<file path="src/rtl/jtpopeye_objline.sv">
// -----------------------------------------------------------------------------
// jtpopeye_objline
// Double-buffered object line store. One bank is filled with object entries
// during a line while the other bank, filled during the previous line, is
// read out in order. A line_start strobe swaps the banks.
//
// Parameters
//   AW : address width, each bank holds 2^AW entries
//   DW : entry data width
//
// Ports
//   clk        : clock
//   rst_n      : asynchronous active-low reset (storage is not cleared)
//   cen        : clock enable, gates every state update
//   line_start : swap banks / start a new line (sampled with cen)
//   wr_en      : write wr_data into the write bank
//   wr_data    : entry to store
//   wr_full    : write bank holds 2^AW entries
//   rd_en      : fetch the next entry of the read bank
//   rd_data    : entry read (held between reads)
//   rd_valid   : rd_data carries a new entry for this cen cycle
//   rd_last    : rd_data is the final entry of the line
//   rd_count   : number of entries in the current read bank
//   ovf        : sticky flag, a write was dropped during this line
//   bank       : current write bank (read bank is ~bank)
//
// Configuration
//   JTPOPEYE_OBJLINE_CLR_EN : when defined, each entry read is zeroed in the
//   read bank on the cen cycle after it is presented.
// -----------------------------------------------------------------------------
module jtpopeye_objline #(
   parameter int AW = 6,
   parameter int DW = 18
) (
   input  logic          clk,
   input  logic          rst_n,
   input  logic          cen,
   input  logic          line_start,
   input  logic          wr_en,
   input  logic [DW-1:0] wr_data,
   output logic          wr_full,
   input  logic          rd_en,
   output logic [DW-1:0] rd_data,
   output logic          rd_valid,
   output logic          rd_last,
   output logic [AW:0]   rd_count,
   output logic          ovf,
   output logic          bank
);

   localparam int          DEPTH = 1 << AW;
   localparam logic [AW:0] ONE   = {{AW{1'b0}}, 1'b1};

   // Both banks share one array; the bank bit is the address MSB.
   logic [DW-1:0] mem_q [0:2*DEPTH-1];

   logic          bank_q,     bank_d;
   logic [AW:0]   wptr_q,     wptr_d;
   logic [AW:0]   rptr_q,     rptr_d;
   logic [AW:0]   rd_count_q, rd_count_d;
   logic          ovf_q,      ovf_d;
   logic          rd_valid_q, rd_valid_d;
   logic          rd_last_q,  rd_last_d;
   logic [DW-1:0] rd_data_q;

   logic          wr_do;
   logic [AW:0]   wr_addr;
   logic          rd_do;
   logic [AW:0]   rd_addr;

   always_comb begin
      bank_d     = bank_q;
      wptr_d     = wptr_q;
      rptr_d     = rptr_q;
      rd_count_d = rd_count_q;
      ovf_d      = ovf_q;
      rd_valid_d = rd_valid_q;
      rd_last_d  = rd_last_q;
      wr_do      = 1'b0;
      wr_addr    = {bank_q, wptr_q[AW-1:0]};
      rd_do      = 1'b0;
      rd_addr    = {~bank_q, rptr_q[AW-1:0]};
      // rst_n is included so that the unreset storage array is never
      // written while the control state is held in reset.
      if (cen && rst_n) begin
         rd_valid_d = 1'b0;
         rd_last_d  = 1'b0;
         if (line_start) begin
            bank_d     = ~bank_q;
            rd_count_d = wptr_q;
            rptr_d     = '0;
            ovf_d      = 1'b0;
            // A coincident write belongs to the new line: entry 0 of the
            // bank that becomes the write bank on this edge.
            if (wr_en) begin
               wr_do   = 1'b1;
               wr_addr = {~bank_q, {AW{1'b0}}};
               wptr_d  = ONE;
            end else begin
               wptr_d  = '0;
            end
         end else begin
            if (wr_en) begin
               if (!wptr_q[AW]) begin
                  wr_do  = 1'b1;
                  wptr_d = wptr_q + ONE;
               end else begin
                  ovf_d  = 1'b1;
               end
            end
            // rptr stops at rd_count; extra requests only drop rd_valid.
            if (rd_en && (rptr_q < rd_count_q)) begin
               rd_do      = 1'b1;
               rd_valid_d = 1'b1;
               rd_last_d  = (rptr_q == (rd_count_q - ONE));
               rptr_d     = rptr_q + ONE;
            end
         end
      end
   end

   always_ff @(posedge clk or negedge rst_n) begin
      if (!rst_n) begin
         bank_q     <= 1'b0;
         wptr_q     <= '0;
         rptr_q     <= '0;
         rd_count_q <= '0;
         ovf_q      <= 1'b0;
         rd_valid_q <= 1'b0;
         rd_last_q  <= 1'b0;
      end else begin
         bank_q     <= bank_d;
         wptr_q     <= wptr_d;
         rptr_q     <= rptr_d;
         rd_count_q <= rd_count_d;
         ovf_q      <= ovf_d;
         rd_valid_q <= rd_valid_d;
         rd_last_q  <= rd_last_d;
      end
   end

   // Registered read port; the value is held until the next accepted read.
   always_ff @(posedge clk or negedge rst_n) begin
      if (!rst_n) begin
         rd_data_q <= '0;
      end else if (rd_do) begin
         rd_data_q <= mem_q[rd_addr];
      end
   end

`ifdef JTPOPEYE_OBJLINE_CLR_EN
   // The entry just presented is cleared on the following cen cycle.
   logic        clr_pend_q;
   logic [AW:0] clr_addr_q;
   logic        clr_do;

   always_ff @(posedge clk or negedge rst_n) begin
      if (!rst_n) begin
         clr_pend_q <= 1'b0;
         clr_addr_q <= '0;
      end else if (cen) begin
         clr_pend_q <= rd_do;
         if (rd_do) begin
            clr_addr_q <= rd_addr;
         end
      end
   end

   assign clr_do = cen && rst_n && clr_pend_q;

   // Clear first, write second: if a new-line write hits the entry being
   // cleared (entry 0 right after a swap), the fresh data must survive.
   always_ff @(posedge clk) begin
      if (clr_do) begin
         mem_q[clr_addr_q] <= '0;
      end
      if (wr_do) begin
         mem_q[wr_addr] <= wr_data;
      end
   end
`else
   always_ff @(posedge clk) begin
      if (wr_do) begin
         mem_q[wr_addr] <= wr_data;
      end
   end
`endif

   assign wr_full  = wptr_q[AW];
   assign rd_data  = rd_data_q;
   assign rd_valid = rd_valid_q;
   assign rd_last  = rd_last_q;
   assign rd_count = rd_count_q;
   assign ovf      = ovf_q;
   assign bank     = bank_q;

endmodule

</file>
<file path="config.mk">
export PLATFORM = sky130hd
export DESIGN_NAME = jtpopeye_objline
export DESIGN_NICKNAME = d
export VERILOG_FILES = /design/src/rtl/jtpopeye_objline.sv
export SDC_FILE = /design/constraint.sdc
export NUM_CORES = 2
export LEC_CHECK = 0
export CAP_MARGIN = 40
export CORE_MARGIN = 1
export CORE_UTILIZATION = 45
export DETAILED_ROUTE_END_ITERATION = 12
export PLACE_DENSITY = 0.62
export SYNTH_ARGS = -nofsm -noshare
export SYNTH_HDL_FRONTEND = slang
export SYNTH_SLANG_ARGS = --single-unit
</file>
<file path="constraint.sdc">
create_clock -name clk -period 2.7 [get_ports clk]
set_clock_uncertainty 0.15 [all_clocks]
set_input_delay 0.54 -clock clk [delete_from_list [all_inputs] [get_ports clk]]
set_output_delay 0.54 -clock clk [all_outputs]
set_load 0.03 [all_outputs]
</file>
==> run metrics <==
fin cells roughly 8000; WS Path Type reg -> reg; Reg-to-Reg End rd_data[17]; RSZ-0062 raised after global routing yes; core area between 0.2 and 0.25 mm²; reg2reg start rptr_q[0]; Synth Instances ~4200; Critical Path RT 3.30 ns; latest clock arrival within the worst-skew pair approximately 0.89 ns; crit-path max cell delay 0.60 ns; Setup TNS Final -5.24 ns; Post-synth EDFFs 2304; first-pass GRT wire length roughly 380000 µm; Multi-input gate area approximately 0.02 mm²; crit path cell chain buf_12 > buf_16 > buf_12 > mux4_2 > mux4_2 > a22oi_2 > buf_4 > nand4_1 > o21ai_1 > nor2_1; initial antenna violation count 15; Setup crit end rd_data[17]; status finished, violations left; wire per inst between 30 and 40 µm; asr flop ratio synth around 1.8%; Die Y around 450 µm; Crit. End Element flip-flop; I/O pins 54; Leak roughly 36 nW; top_reg_cell synth edfxtp_1; first-pass iteration count of the detailed router 10; Maximum Capacitance Violations 0; DR DRC count 4; Final GP Congestion 0.946; Clk pin slew, worst setup/hold paths 0.06 ns; number of global-route vias before repair 48300; syn_area_per_cell 21.4 µm²; hold crit path type in -> reg; Root Driver clkbuf_16; Seq/Total Area, Yosys 77.3%; mapped cell area approximately 0.091 mm²; Slew Viols, Final 0; CP top delay family multiplexers; crit-path max FO 7; Crit. path cell count 10; tightest slew margin relative to the limit between 30% and 40%; Peak supply drop approximately 0.63 mV; clock share of power 35.5%; Vias 48900; P_int 66.8 mW; area grow syn2layout 23.6%; CTS buffer count approximately 230; failing checks design-rule violations, negative setup slack; starting density of the core 45.4%; Vias/cell 6.11; Reg power frac 45.4%; worst path bufs/invs 4; GR Overflow Total 0; row cnt 164; Final Power 90.0 mW; pwr dens 801 mW/mm²; layout cells sized above 1 a little under two fifths; Reg area 0.0703 mm²; setup slack after layout -0.369 ns; antenna viol nets, final 0; combinational fraction of design power between 10% and 20%; Tot GR Track Use a little over a quarter; Crit path arrival time 3.67 ns; Synth Register Bits about 2300; Starting DRT DRC Count 6495; drt total wl ~270000 µm; Reg2Reg Depth 10; Critical Path Start rptr_q[0]; post-synth cell types 64; Nets about 5200; flop2flop setup slack -0.37 ns; largest net degree at the start of global routing approximately 130; final core utilization about 56%; Least-Margin Pin Slew 0.966 ns; clock tree buffer depth 3; final worst path period share 114%; Final Hold Fails 0; Sinks on Clock Net approximately 2300; CTS tree built; DP HPWL ~170000 µm; crit start category flip-flop; crit path time final about 3 ns; pre-CTS setup slack -0.826 ns; IO buf count 53; Cells after DPL around 7500; final setup fails 23; switching part of the total ~26%; post-synthesis net count ~4300; FMAX 326 MHz; Ys Warns 0; Die Wd about 450 µm; H-tree lvl count 4; Fillers 14800; Die ar. 0.204 mm²; Crit-path slowest cell mux4_2; net switching power about 23 mW
[layout make-up]
cell class	instances	share of cell area (%)
Antenna cell	8	0.0178
Timing Repair Buffer	896	9.42
Inverter	15	0.0613
Tap cell	2656	2.96
Sequential cell	2347	62.6
Multi-Input combinational cell	1648	18.3
Clock inverter	158	1.44
Clock buffer	273	5.25
[synthesized netlist by cell type (all sizes together), types with 9 or more instances]
| library cell | number | area, µm² |
|---|---|---|
| edfxtp | 2304 | 69200 |
| mux4 | 535 | 12100 |
| nor2 | 212 | 796 |
| nand2 | 178 | 668 |
| mux2i | 163 | 1630 |
| buf | 150 | 1170 |
| clkbuf | 83 | 312 |
| a22oi | 66 | 495 |
| a21oi | 62 | 310 |
| o21ai | 58 | 290 |
| dfrtp | 43 | 1080 |
| o22ai | 43 | 269 |
| nand3 | 39 | 195 |
| o221ai | 39 | 342 |
| a31oi | 20 | 125 |
| nor2b | 18 | 113 |
| a221oi | 16 | 140 |
| mux2 | 15 | 169 |
| nor4 | 15 | 93.8 |
| inv | 14 | 52.6 |
| nor3 | 13 | 65.1 |
| and3 | 12 | 75.1 |
| a211oi | 11 | 82.6 |
| and2 | 11 | 68.8 |
| ha | 10 | 125 |
| o31ai | 10 | 75.1 |
| nand4 | 9 | 56.3 |
| xnor2 | 9 | 78.8 |
[cells in the final DEF, fill, tap and decap left out, types with 17 or more instances in the layout]
cell / n
o22ai_1: 32
clkinv_2: 43
buf_6: 31
a22oi_2: 19
clkinv_1: 57
a21oi_2: 17
nand2_1: 163
a22oi_1: 47
nor2_2: 108
dfrtp_1: 35
edfxtp_1: 2304
a21oi_1: 43
dlygate4sd2_1: 28
o21ai_1: 17
o221ai_1: 30
clkbuf_1: 44
buf_12: 236
clkbuf_16: 229
bufinv_16: 24
buf_8: 18
buf_16: 21
nand3_1: 33
mux2i_1: 157
nor2_1: 72
o21ai_0: 28
mux4_2: 531
nor2_4: 32
buf_4: 538
[layer usage]
| metal | vias up | track usage [%] | routed length, µm |
|---|---|---|---|
| met4 | 0 | 11.0 | 12400 |
| met3 | 458 | 4.91 | 25100 |
| met1 | 26100 | 37.1 | 105000 |
| met5 | - | 0 | 0 |
| met2 | 2701 | 41.7 | 128000 |
| li1 | 19700 | - | - |
[worst min path at each step]
stage / startpoint / endpoint / slack, ns / cells past startpoint
2_1_floorplan: rst_n / bank / 0.09 / 0
3_3_place_gp: rd_count[6] / rd_count[6] / 0.41 / 2
3_5_place_dp: rptr_q[6] / rptr_q[6] / 0.41 / 1
4_1_cts: wr_data[3] / mem_q[92][3] / 0.01 / 2
5_1_grt: wr_data[3] / mem_q[92][3] / 0.03 / 2
6_report: wr_data[15] / mem_q[62][15] / 0.05 / 1
[repair_timing]
| action | 4_1_cts | 5_1_grt |
|---|---|---|
| pin swaps | 39 | 36 |
| setup endpoints to repair | 56 | 26 |
| resized for setup | 278 | 92 |
| cloned | 16 | 0 |
| buffers inserted | 59 | 12 |
| hold buffers | 12 | 0 |
| hold endpoints to repair | 201 | 0 |
[per-stage QoR]
step	cell area, µm²	hold slack [ns]
2_1_floorplan	91100	0.0944
3_3_place_gp	102000	0.411
3_5_place_dp	102000	0.405
4_1_cts	112000	0.0106
5_1_grt	112000	0.0320
6_report	112000	0.0502
[cell families after synthesis]
| logic type | after synthesis | synth area share, % |
|---|---|---|
| xor gates and xnor gates | 13 | 0.125 |
| buffers and inverters | 248 | 1.69 |
| adders and majority gates | 10 | 0.138 |
| muxes | 713 | 15.3 |
| and+or+nand+nor | 523 | 2.46 |
| AOI/OAI and AO/OA | 389 | 2.97 |
| DFF | 2347 | 77.3 |
[flip-flops by register name, summed over array words and instances (netlist names)]
name      flops
ovf           1
rd_valid      1
rd_last       1
mem_q      2304
rptr_q        7
wptr_q        7
rd_data      18
rd_count      7
bank          1
[power groups by stage]
| stage | registers (mW) | logic, mW | clock network (mW) |
|---|---|---|---|
| 6_report | 40.8 | 17.2 | 31.9 |
| 5_1_grt | 40.8 | 18.0 | 33.6 |
| 4_1_cts | 40.8 | 17.1 | 32.3 |
| 3_5_place_dp | 41.6 | 15.1 | 0 |
| 3_3_place_gp | 41.6 | 15.0 | 0 |
| 2_1_floorplan | 41.5 | 8.62 | 0 |
No activity file was read; power rests on OpenSTA's default activity.
